$ cat src/rtl/player_anim_pkg.sv
// rtl/player_anim_pkg.sv - shared player animation encodings and constants
//
// Purpose: animation state encodings, sprite size, per-state frame counts,
// attack hitbox window and hit-stun duration. The sprite mapper imports the
// same encodings so state numbers stay consistent between logic and art.
// Ports: none (package).
package player_anim_pkg;

  // 2 and 4 are reserved (attack-2 / jump slots in the sprite sheet).
  typedef enum logic [3:0] {
    S_IDLE = 4'd0,
    S_MOVE = 4'd1,
    S_ATK1 = 4'd3,
    S_HIT  = 4'd5
  } anim_state_e;

  localparam int SPR_W = 126;
  localparam int SPR_H = 126;

  localparam logic [5:0] IDLE_FRAMES = 6'd10;
  localparam logic [5:0] MOVE_FRAMES = 6'd8;
  localparam logic [5:0] ATK1_FRAMES = 6'd18;

  localparam logic [5:0] ATK_WIN_FIRST = 6'd7;
  localparam logic [5:0] ATK_WIN_LAST  = 6'd11;

  localparam int HIT_TICKS = 12;

  // HIT shows a single held frame.
  function automatic logic [5:0] frames_of(anim_state_e s);
    case (s)
      S_IDLE:  return IDLE_FRAMES;
      S_MOVE:  return MOVE_FRAMES;
      S_ATK1:  return ATK1_FRAMES;
      default: return 6'd1;
    endcase
  endfunction

  function automatic logic in_attack_window(logic [5:0] f);
    return (f >= ATK_WIN_FIRST) && (f <= ATK_WIN_LAST);
  endfunction

endpackage

$ cat src/rtl/anim_frame_counter.sv
// rtl/anim_frame_counter.sv - frame_tick divider plus wrapping/saturating frame counter
//
// Purpose: divides frame_tick by TICKS_PER_FRAME and steps an animation frame
// index; at the last frame it wraps to 0 (wrap_i=1) or holds (wrap_i=0).
// Ports:
//   clk, rst        clock, synchronous active-high reset
//   clr_i           zero divider and frame (state change); wins over tick_i
//   tick_i          frame_tick pulse
//   wrap_i          1 = wrap at last frame, 0 = saturate
//   n_frames_i      number of frames in the current sequence
//   frame_o         registered frame index
//   frame_nxt_o     frame index the register will take at the next edge
//   adv_o           divider expiry this cycle (frame advance pulse)
//   last_o          frame_o is the last frame of the sequence
module anim_frame_counter #(
  parameter int TICKS_PER_FRAME = 4
) (
  input  logic       clk,
  input  logic       rst,
  input  logic       clr_i,
  input  logic       tick_i,
  input  logic       wrap_i,
  input  logic [5:0] n_frames_i,
  output logic [5:0] frame_o,
  output logic [5:0] frame_nxt_o,
  output logic       adv_o,
  output logic       last_o
);

  localparam int CW = (TICKS_PER_FRAME > 1) ? $clog2(TICKS_PER_FRAME) : 1;
  localparam logic [CW-1:0] CNT_LAST = CW'(TICKS_PER_FRAME - 1);

  logic [CW-1:0] cnt_q, cnt_d;
  logic [5:0]    frame_q, frame_d;

  assign adv_o  = tick_i && (cnt_q == CNT_LAST);
  assign last_o = (frame_q == (n_frames_i - 6'd1));

  always_comb begin
    cnt_d   = cnt_q;
    frame_d = frame_q;
    if (clr_i) begin
      cnt_d   = '0;
      frame_d = '0;
    end else if (tick_i) begin
      cnt_d = (cnt_q == CNT_LAST) ? '0 : cnt_q + CW'(1);
      if (adv_o) begin
        if (!last_o) begin
          frame_d = frame_q + 6'd1;
        end else if (wrap_i) begin
          frame_d = '0;
        end
      end
    end
  end

  always_ff @(posedge clk) begin
    if (rst) begin
      cnt_q   <= '0;
      frame_q <= '0;
    end else begin
      cnt_q   <= cnt_d;
      frame_q <= frame_d;
    end
  end

  assign frame_o     = frame_q;
  assign frame_nxt_o = frame_d;

endmodule

$ cat src/rtl/player_state_anim.sv
// rtl/player_state_anim.sv - player animation state machine, movement and attack timing
//
// Purpose: IDLE/MOVE/ATK1(/HIT) state machine stepped by frame_tick, with
// horizontal movement clamped to [X_MIN, X_MAX], attack request latch and a
// registered hitbox flag. Optional macro HIT_STUN_EN enables the HIT state.
// Ports:
//   clk, rst              clock, synchronous active-high reset
//   frame_tick            one-cycle pulse per video frame
//   btn_left, btn_right   held direction levels
//   btn_atk               attack button level, rising edge requests attack
//   hit                   one-cycle pulse, player struck (HIT_STUN_EN only)
//   anim_state            S_IDLE/S_MOVE/S_ATK1/S_HIT encoding
//   anim_frame            frame index within the state
//   facing_right          1 = right
//   pos_x, pos_y          sprite top-left in pixels
//   attack_active         hitbox live
//   busy                  in ATK1 or HIT
module player_state_anim
  import player_anim_pkg::*;
#(
  parameter int TICKS_PER_FRAME = 4,
  parameter int MOVE_STEP       = 2,
  parameter int X_MIN           = 0,
  parameter int X_MAX           = 514,
  parameter int START_X         = 100,
  parameter int GROUND_Y        = 300
) (
  input  logic       clk,
  input  logic       rst,
  input  logic       frame_tick,
  input  logic       btn_left,
  input  logic       btn_right,
  input  logic       btn_atk,
  input  logic       hit,
  output logic [3:0] anim_state,
  output logic [5:0] anim_frame,
  output logic       facing_right,
  output logic [9:0] pos_x,
  output logic [9:0] pos_y,
  output logic       attack_active,
  output logic       busy
);

  localparam logic signed [10:0] STEP_S = 11'(MOVE_STEP);
  localparam logic signed [10:0] XMIN_S = 11'(X_MIN);
  localparam logic signed [10:0] XMAX_S = 11'(X_MAX);

  anim_state_e state_q, state_d;
  logic        facing_q, facing_d;
  logic [9:0]  pos_q, pos_d;
  logic        req_q, req_d;
  logic        atk_prev_q;
  logic        busy_q, atk_act_q;

  logic        atk_edge, pending, one_dir;
  logic signed [10:0] pos_s, pos_n;
  logic        clr, adv, last;
  logic [5:0]  frame, frame_nxt;

`ifdef HIT_STUN_EN
  logic [3:0]  hit_cnt_q, hit_cnt_d;
`else
  logic        unused_hit;
  assign unused_hit = hit;
`endif

  anim_frame_counter #(
    .TICKS_PER_FRAME(TICKS_PER_FRAME)
  ) u_frame_cnt (
    .clk        (clk),
    .rst        (rst),
    .clr_i      (clr),
    .tick_i     (frame_tick),
    .wrap_i     (state_q != S_ATK1),
    .n_frames_i (frames_of(state_q)),
    .frame_o    (frame),
    .frame_nxt_o(frame_nxt),
    .adv_o      (adv),
    .last_o     (last)
  );

  always_comb begin
    state_d  = state_q;
    facing_d = facing_q;
    pos_d    = pos_q;
`ifdef HIT_STUN_EN
    hit_cnt_d = hit_cnt_q;
`endif

    // An edge arriving in the tick cycle itself is honoured by that tick.
    atk_edge = btn_atk & ~atk_prev_q;
    pending  = req_q | atk_edge;
    one_dir  = btn_left ^ btn_right;

    // Widened signed arithmetic so a step below X_MIN cannot wrap around.
    pos_s = $signed({1'b0, pos_q});
    if (btn_right) begin
      pos_n = pos_s + STEP_S;
      if (pos_n > XMAX_S) pos_n = XMAX_S;
    end else begin
      pos_n = pos_s - STEP_S;
      if (pos_n < XMIN_S) pos_n = XMIN_S;
    end

    // Requests are only held while a tick could still consume them; any
    // tick in IDLE/MOVE either consumes the request or had none pending.
    case (state_q)
      S_IDLE, S_MOVE: req_d = frame_tick ? 1'b0 : pending;
      default:        req_d = 1'b0;
    endcase

    if (frame_tick) begin
      case (state_q)
        S_IDLE: begin
          if (pending) begin
            state_d = S_ATK1;
          end else if (one_dir) begin
            // The entry tick already moves, so a held button moves every tick.
            state_d  = S_MOVE;
            facing_d = btn_right;
            pos_d    = pos_n[9:0];
          end
        end
        S_MOVE: begin
          if (pending) begin
            state_d = S_ATK1;
          end else if (!one_dir) begin
            state_d = S_IDLE;
          end else begin
            facing_d = btn_right;
            pos_d    = pos_n[9:0];
          end
        end
        S_ATK1: begin
          if (adv && last) state_d = S_IDLE;
        end
`ifdef HIT_STUN_EN
        S_HIT: begin
          if (hit_cnt_q == 4'(HIT_TICKS - 1)) begin
            state_d   = S_IDLE;
            hit_cnt_d = '0;
          end else begin
            hit_cnt_d = hit_cnt_q + 4'd1;
          end
        end
`endif
        default: state_d = S_IDLE;
      endcase
    end

`ifdef HIT_STUN_EN
    // A hit pre-empts everything, including the tick of this same cycle.
    if (hit) begin
      state_d   = S_HIT;
      facing_d  = facing_q;
      pos_d     = pos_q;
      req_d     = 1'b0;
      hit_cnt_d = '0;
    end
`endif

    // HIT pins the frame at 0; re-entering HIT also restarts the divider.
    clr = (state_d != state_q) || (state_d == S_HIT);
  end

  always_ff @(posedge clk) begin
    if (rst) begin
      state_q    <= S_IDLE;
      facing_q   <= 1'b1;
      pos_q      <= 10'(START_X);
      req_q      <= 1'b0;
      atk_prev_q <= 1'b0;
      busy_q     <= 1'b0;
      atk_act_q  <= 1'b0;
    end else begin
      state_q    <= state_d;
      facing_q   <= facing_d;
      pos_q      <= pos_d;
      req_q      <= req_d;
      atk_prev_q <= btn_atk;
      busy_q     <= (state_d == S_ATK1) || (state_d == S_HIT);
      atk_act_q  <= (state_d == S_ATK1) && in_attack_window(frame_nxt);
    end
  end

`ifdef HIT_STUN_EN
  always_ff @(posedge clk) begin
    if (rst) begin
      hit_cnt_q <= '0;
    end else begin
      hit_cnt_q <= hit_cnt_d;
    end
  end
`endif

  assign anim_state    = state_q;
  assign anim_frame    = frame;
  assign facing_right  = facing_q;
  assign pos_x         = pos_q;
  assign pos_y         = 10'(GROUND_Y);
  assign attack_active = atk_act_q;
  assign busy          = busy_q;

endmodule

$ cat config.mk
export PLATFORM = sky130hd
export DESIGN_NAME = player_state_anim
export DESIGN_NICKNAME = d
export VERILOG_FILES = /design/src/rtl/player_anim_pkg.sv /design/src/rtl/anim_frame_counter.sv /design/src/rtl/player_state_anim.sv
export SDC_FILE = /design/constraint.sdc
export NUM_CORES = 1
export LEC_CHECK = 0
export ABC_AREA = 1
export BUFFER_PORTS_ARGS = -buffer_cell sky130_fd_sc_hd__buf_2
export CAP_MARGIN = 20
export CORE_UTILIZATION = 47
export CTS_CLUSTER_SIZE = 40
export DETAILED_ROUTE_END_ITERATION = 8
export PLACE_DENSITY = 0.71
export SLEW_MARGIN = 30
export SYNTH_ARGS = -nofsm -noshare
export SYNTH_HDL_FRONTEND = slang
export SYNTH_SLANG_ARGS = --single-unit
$ cat constraint.sdc
create_clock -name clk -period 6.5 [get_ports clk]
set_input_delay 1.3 -clock clk [delete_from_list [all_inputs] [get_ports clk]]
set_output_delay 1.3 -clock clk [all_outputs]
set_load 0.01 [all_outputs]
==> results of run 1 <==
[placed cells by master (no fill, tap or decap)]
cell type / instances
and2_4: 1
nand3_1: 25
o21ai_0: 17
nand2_4: 1
nor2_2: 2
clkinv_1: 1
ha_1: 5
dfxtp_1: 26
o32ai_1: 1
buf_2: 27
nor3_4: 1
nor2_1: 36
a21boi_0: 1
inv_2: 1
xor2_1: 12
nand2_1: 57
or2_2: 1
clkbuf_8: 3
a21oi_1: 8
nor3_1: 8
conb_1: 11
nand3b_1: 2
inv_1: 28
nand4_1: 9
o21ai_2: 1
a41oi_1: 1
a31oi_1: 3
o21bai_2: 1
nor2_4: 2
a21oi_2: 1
nand2_2: 3
xnor2_1: 2
nand4_2: 1
bufinv_16: 1
a221oi_1: 1
[worst max path at each step]
stage | startpoint | end | slack [ns] | cells after the start
global placement | btn_right | pos_x[1] | 3.44 | 9
finish | btn_right | pos_x[1] | 3.72 | 9
CTS | btn_right | pos_x[1] | 3.73 | 9
global route | btn_right | pos_x[1] | 3.40 | 9
floorplan | btn_atk | u_frame_cnt.cnt_q[1] | 4.04 | 14
detailed placement | btn_right | pos_x[1] | 3.45 | 9
[metrics by stage]
step | instances | util (%) | setup WS, ns | total power, mW
floorplan | 287 | - | 4.037 | 0.2499
global route | 349 | 54.55 | 3.398 | 0.4172
finish | 349 | 54.55 | 3.719 | 0.3938
CTS | 349 | 54.55 | 3.728 | 0.3965
global placement | 345 | 52.63 | 3.443 | 0.2630
detailed placement | 345 | 52.63 | 3.447 | 0.2637
[routing by layer]
layer / vias to the layer above / share of wire (%) / track usage (%)
met5: - / 0 / 0
met4: 0 / 0.67 / 5.000
met3: 2 / 4.3 / 2.641
met2: 47 / 42 / 30.66
met1: 777 / 53 / 30.78
li1: 939 / - / -
[cells by family after synthesis]
logic type / after synthesis / share of synthesized area, %
fa+ha+maj: 5 / 3.388
compound gates: 35 / 11.18
xor+xnor: 14 / 6.640
buf+inv: 47 / 12.60
simple gates: 149 / 37.60
flops: 26 / 28.18
other cells: 2 / 0.4067
[power breakdown]
part / leakage [nW] / total [mW] / internal, mW / switching [mW]
combinational: 0.759 / 0.0826 / 0.0299 / 0.0527
sequential: 0.212 / 0.178 / 0.167 / 0.0112
clock: 0.0357 / 0.133 / 0.0824 / 0.0510
total: 1.01 / 0.394 / 0.279 / 0.115
[registers in the layout, summed over array words and instances, names as in the netlist]
| name | count |
|---|---|
| pos_x | 9 |
| u_frame_cnt.frame_o | 6 |
| anim_state | 4 |
| u_frame_cnt.cnt_q | 2 |
| atk_prev_q | 1 |
| attack_active | 1 |
| busy | 1 |
| facing_right | 1 |
| req_q | 1 |
[critical path, cell delays in order]
cell and delay [ns]:
buf_2 0.17, xnor2_1 0.16, nor3_1 0.21, nand3_1 0.30, inv_1 0.35, nand2_1 0.14, o21ai_0 0.17, nand2_1 0.06
a21oi_1 0.11
[area by class of cell]
class	count	area, um^2
clock buffers	3	41.29
clock inverters	1	30.03
fillers	380	1689
inverters	30	112.6
multi-input cells	214	1127
flip-flops and latches	26	520.5
well taps	48	60.06
repair buffers	27	135.1
==> reports/metrics.csv, run 1 <==
stage,metric,value,unit
outcome,outcome,"finished, final reports clean",
clock_network,CTS resizes,0,
cells_and_area,Layout Nets,314,
hold_path,Hold Crit Class,reg -> reg,
route,Routed WL,3.873,mm
synth,largest cells by area after synthesis,"dfxtp_1, nand2_1, nor2_1",
worst_setup_path,worst r2r src,anim_state[2],
cells_and_area,layout cells sized above 1,15.61,%
timing,final hold violations,0,
route,DR vias/cell,5.057,
clock_network,clk buf depth,2,
route,DR pass1 iterations,5,
placed_design,area post-placement,1956,um^2
synth,Post-Syn Area,1847,um^2
global_routing,first-pass GRT wire length,6.865,mm
synth,Async SR Flop Fraction,0,%
timing,fmax,359.5,MHz
route,initial DRC count,126,
timing,hold slack,0.4756,ns
synth,Netlist cell types,36,
timing,final setup vio count,0,
power,Peak supply drop,0.0001293,V
worst_setup_path,element type at the critical path start,primary input,
cells_and_area,fin area,2027,um^2
timing,TNS Setup,0,ns
synth,synthesized area per cell,6.643,um^2
global_routing,vias in the first global route,1519,
worst_setup_path,WS Path Type,in -> reg,
timing,RSZ-0062 raised after global routing,no,
floorplan,Die H,64.69,um
placed_design,PortBufs,27,
global_routing,largest net degree at the start of global routing,16,
global_routing,gr ovfl total,0,
route,DRT antenna net count,0,
clock_network,"CTS clk-pin slew, worst paths",0.09,ns
hold_path,hold path depth,2,
synth,Mapped Cells,278,
synth,Post-synth EDFFs,0,
worst_setup_path,arrival time at the worst endpoint,2.99,ns
synth,most frequent cell after synthesis,nand2_1,
floorplan,FP Rows,22,
worst_setup_path,Reg2Reg Depth,16,
worst_setup_path,CP required,6.71,ns
synth,"Seq/Total Area, Yosys",28.18,%
synth,Synth Warn #,0,
hold_path,Hold EP,u_frame_cnt.cnt_q[1],
cells_and_area,# diodes,0,
hold_path,Hold Path Origin,u_frame_cnt.cnt_q[1],
placed_design,DP HPWL,2.970,mm
power,static leakage,1.007,nW
floorplan,Die ar.,4184,um^2
synth,Commonest cells post-synth,"nand2_1, nor2_1, inv_1",
clock_network,CTS hold repair buffers,0,
worst_setup_path,worst reg2reg path endpoint,u_frame_cnt.cnt_q[1],
clock_network,CTS tree,done,
cells_and_area,synth-to-layout area growth,9.756,%
timing,crit share post-route,42.79,%
synth,"area leader, netlist",dfxtp_1,
route,WL/cell,11.10,um
synth,Synth top area share,28.18,%
clock_network,setup bufs post-CTS,0,
floorplan,effective utilization at floorplan,49.70,%
floorplan,Die X,64.69,um
clock_network,total CTS buffers,3,
global_routing,initial antenna violation count,0,
route,routed via count,1765,
power,PwrDens,194.3,nW/um^2
clock_network,Clock Sinks,26,
global_routing,All-Layer GR Usage,20.51,%
job,Max-Cap Viols,0,
placed_design,placer congestion estimate,0.8551,
clock_network,Root Buffer,clkbuf_8,
floorplan,# IOs,40,
worst_setup_path,Worst Setup End Kind,register,
route,residual DRC count,0,
clock_network,Worst-Skew Late Latency,0.27,ns
timing,Clock Skew,0.008740,ns
clock_network,htree depth,1,
worst_setup_path,reg2reg setup slack,4.01,ns
worst_setup_path,Worst Path Max Fanout,13,
timing,fin. max-slew vios,0,
synth,Yosys reg bits,26,
floorplan,Core Region,3716,um^2
timing,clock period minus worst slack,2.781,ns
synth,"Top FF cell, synth",dfxtp_1,
Power figures use the tool's default switching activity.
==> run 2: changes to the inputs <==
--- a/config.mk
+++ b/config.mk
@@ -5,13 +5,13 @@
 export SDC_FILE = /design/constraint.sdc
 export NUM_CORES = 1
 export LEC_CHECK = 0
-export ABC_AREA = 1
+export ABC_AREA = 0
 export BUFFER_PORTS_ARGS = -buffer_cell sky130_fd_sc_hd__buf_2
 export CAP_MARGIN = 20
 export CORE_UTILIZATION = 47
 export CTS_CLUSTER_SIZE = 40
 export DETAILED_ROUTE_END_ITERATION = 8
-export PLACE_DENSITY = 0.71
+export PLACE_DENSITY = 0.7
 export SLEW_MARGIN = 30
 export SYNTH_ARGS = -nofsm -noshare
 export SYNTH_HDL_FRONTEND = slang
==> constraint.sdc (replaced) <==
create_clock -name clk -period 2.8 [get_ports clk]
set_input_delay 0.56 -clock clk [delete_from_list [all_inputs] [get_ports clk]]
set_output_delay 0.56 -clock clk [all_outputs]
set_load 0.01 [all_outputs]
==> run 2 against run 1 <==
Net effect: first-iteration DRC count is 15% higher; via count is 13% higher; final area is 11% higher; cell count is 1.7% lower; die area is 11% higher; non-clock buffer count is 12 higher; combinational power is 120% higher; clock power is 85% higher; critical path depth is 3 higher; global-route usage is 1.3 points higher; power is 110% higher; routed wire length is 19% higher; critical path type is now reg -> reg.
==> reports/metrics.csv, run 2 <==
stage,metric,value,unit,change
clock_network,"CTS clk-pin slew, worst paths",0.09,ns,about the same
floorplan,effective utilization at floorplan,50.24,%,was 49.70%
timing,TNS Setup,0,ns,unchanged
synth,synthesized area per cell,7.605,um^2,was 6.643 um^2
route,Routed WL,4.612,mm,was 3.873 mm
synth,Commonest cells post-synth,"nor2_1, dfxtp_1, nand2_1",,"was nand2_1, nor2_1, inv_1"
synth,Yosys reg bits,26,,unchanged
timing,crit share post-route,89.96,%,
timing,fin. max-slew vios,0,,unchanged
clock_network,clk buf depth,2,,unchanged
floorplan,# IOs,40,,unchanged
route,DR vias/cell,5.834,,was 5.057
cells_and_area,Layout Nets,306,,was 314
worst_setup_path,element type at the critical path start,register,,was primary input
synth,Mapped Cells,270,,was 278
power,PwrDens,367.4,nW/um^2,was 194.3 nW/um^2
cells_and_area,synth-to-layout area growth,9.446,%,was 9.756%
route,WL/cell,13.45,um,was 11.10 um
route,DR pass1 iterations,4,,was 5
worst_setup_path,arrival time at the worst endpoint,2.69,ns,was 2.99 ns
synth,"Top FF cell, synth",dfxtp_1,,unchanged
global_routing,gr ovfl total,0,,unchanged
synth,Async SR Flop Fraction,0,%,unchanged
clock_network,CTS resizes,0,,unchanged
global_routing,largest net degree at the start of global routing,19,,was 16
worst_setup_path,Worst Path Max Fanout,6,,was 13
synth,Netlist cell types,64,,was 36
hold_path,Hold Crit Class,in -> reg,,was reg -> reg
route,initial DRC count,145,,was 126
clock_network,Clock Sinks,26,,unchanged
global_routing,initial antenna violation count,0,,unchanged
floorplan,Core Region,4086,um^2,was 3716 um^2
timing,Worst Tran Pin Value,0.5702,ns,
worst_setup_path,CP max stage delay,0.39,ns,was 0.35 ns
worst_setup_path,Critical path buffers and inverters,2,,unchanged
worst_setup_path,critical-path cell list,"nor2_1, nand3_1, inv_1, ha_1, nor4bb_1, mux2_4, o2111ai_1, a221o_1, o221ai_2, or2_0, buf_4, nor2_1",,"was buf_2, xnor2_1, nor3_1, nand3_1, inv_1, nand2_1, o21ai_0, nand2_1, a21oi_1"
timing,final setup vio count,0,,unchanged
cells_and_area,most frequent cells in the layout,"nor2_1, buf_2, dfxtp_1, nand2_1, a21oi_1",,"was nand2_1, nor2_1, inv_1, buf_2, dfxtp_1"
timing,RSZ-0062 raised after global routing,no,,unchanged
timing,Slew headroom,61.66,%,
worst_setup_path,slowest CP cell,a221o_1,,was inv_1
cells_and_area,register area,520.5,um^2,unchanged
synth,"area leader, netlist",dfxtp_1,,unchanged
clock_network,setup bufs post-CTS,0,,unchanged
floorplan,Die ar.,4637,um^2,was 4184 um^2
floorplan,Die H,68.10,um,was 64.69 um
worst_setup_path,Worst Setup End Kind,register,,unchanged
worst_setup_path,"CP delay by family, top",simple AND/OR/NAND/NOR gates,,unchanged
clock_network,CTS hold repair buffers,0,,unchanged
clock_network,Root Buffer,clkbuf_8,,unchanged
timing,fmax,397.0,MHz,
timing,final hold violations,0,,unchanged
worst_setup_path,"most used cell, CP",nor2_1,,was nand2_1
worst_setup_path,WS Path Type,reg -> reg,,was in -> reg
placed_design,area post-placement,2192,um^2,was 1956 um^2
floorplan,Die X,68.10,um,was 64.69 um
synth,Post-synth EDFFs,0,,unchanged
clock_network,htree depth,1,,unchanged
cells_and_area,fin area,2247,um^2,was 2027 um^2
worst_setup_path,CP required,2.97,ns,was 6.71 ns
cells_and_area,fill count,419,,was 380
cells_and_area,max reg flops,9,,unchanged
power,Overall Power,0.8256,mW,was 0.3938 mW
synth,Post-Syn Area,2053,um^2,was 1847 um^2
global_routing,vias in the first global route,1729,,was 1519
cells_and_area,area of the multi-input gates,1343,um^2,was 1127 um^2
timing,clock period minus worst slack,2.519,ns,
route,DRT antenna net count,0,,unchanged
global_routing,first-pass GRT wire length,7.866,mm,was 6.865 mm
global_routing,All-Layer GR Usage,21.83,%,was 20.51%
clock_network,total CTS buffers,3,,unchanged
floorplan,FP Rows,23,,was 22
timing,hold slack,0.5062,ns,was 0.4756 ns
cells_and_area,layout cells sized above 1,19.11,%,was 15.61%
synth,"Seq/Total Area, Yosys",25.35,%,was 28.18%
clock_network,CTS tree,done,,unchanged
timing,Clock Skew,0.001492,ns,was 0.008740 ns
clock_network,Worst-Skew Late Latency,0.27,ns,about the same
route,residual DRC count,0,,unchanged
route,routed via count,2001,,was 1765
power,static leakage,0.9416,nW,was 1.007 nW
synth,Synth Warn #,0,,unchanged
job,Max-Cap Viols,0,,unchanged
placed_design,DP HPWL,3.371,mm,was 2.970 mm
placed_design,PortBufs,27,,unchanged
synth,Synth top area share,25.35,%,was 28.18%
power,Peak supply drop,0.0001934,V,was 0.0001293 V
synth,largest cells by area after synthesis,"dfxtp_1, nor2_1, buf_4",,"was dfxtp_1, nand2_1, nor2_1"
cells_and_area,# diodes,0,,unchanged
placed_design,placer congestion estimate,0.8949,,was 0.8551
outcome,outcome,"finished, final reports clean",,unchanged
synth,most frequent cell after synthesis,nor2_1,,was nand2_1
## run 2: cell type report
class,count,share of cell area (%)
clock buffer,4,2.450
inverter,11,1.837
multi-input combinational,213,59.74
sequential,26,23.16
tap,50,2.784
timing repair buffer,39,10.02
## run 2: layer usage
metal	part of all wire, %	up-vias	GRT usage (%)	wire length, um
li1	-	1002	-	-
met1	50	925	33.03	2291
met2	43	72	31.86	1990
met3	6.7	2	2.667	307
met4	0.50	0	5.729	23
met5	0	-	0	0
## run 2: cells by family (layout without fill, tap and decap cells)
logic type | count (synthesis) | after routing | share of synthesized area [%]
buf+inv | 40 | 54 | 10.91
mux | 6 | 6 | 3.778
other cells | 2 | 11 | 0.3658
compound gates | 71 | 71 | 24.50
simple gates | 111 | 111 | 28.22
fa+ha+maj | 5 | 5 | 3.047
xor+xnor | 9 | 9 | 3.839
flops | 26 | 26 | 25.35
## run 2: worst paths after layout
kind / depth (start not counted) / slack [ns] / to / start
setup reg to reg: 12 / 0.28 / u_frame_cnt.frame_o[0] / anim_state[2]
hold / removal: 2 / 0.51 / atk_prev_q / btn_atk
hold reg to reg: 2 / 0.51 / facing_right / facing_right
setup / recovery: 12 / 0.28 / u_frame_cnt.frame_o[0] / anim_state[2]
## run 2: metrics by stage
stage               setup WS [ns]  utilization [%]  cells
floorplan                  0.2375                -    279
global placement           0.3555            53.64    339
detailed placement         0.3303            53.64    339
CTS                        0.2843            54.99    343
global route              0.03805            54.99    343
finish                     0.2810            54.99    343
## run 2: power breakdown
group | total, mW | internal (mW) | switching [mW]
registers | 0.396 | 0.382 | 0.0134
clock network | 0.246 | 0.126 | 0.120
logic | 0.184 | 0.0749 | 0.109
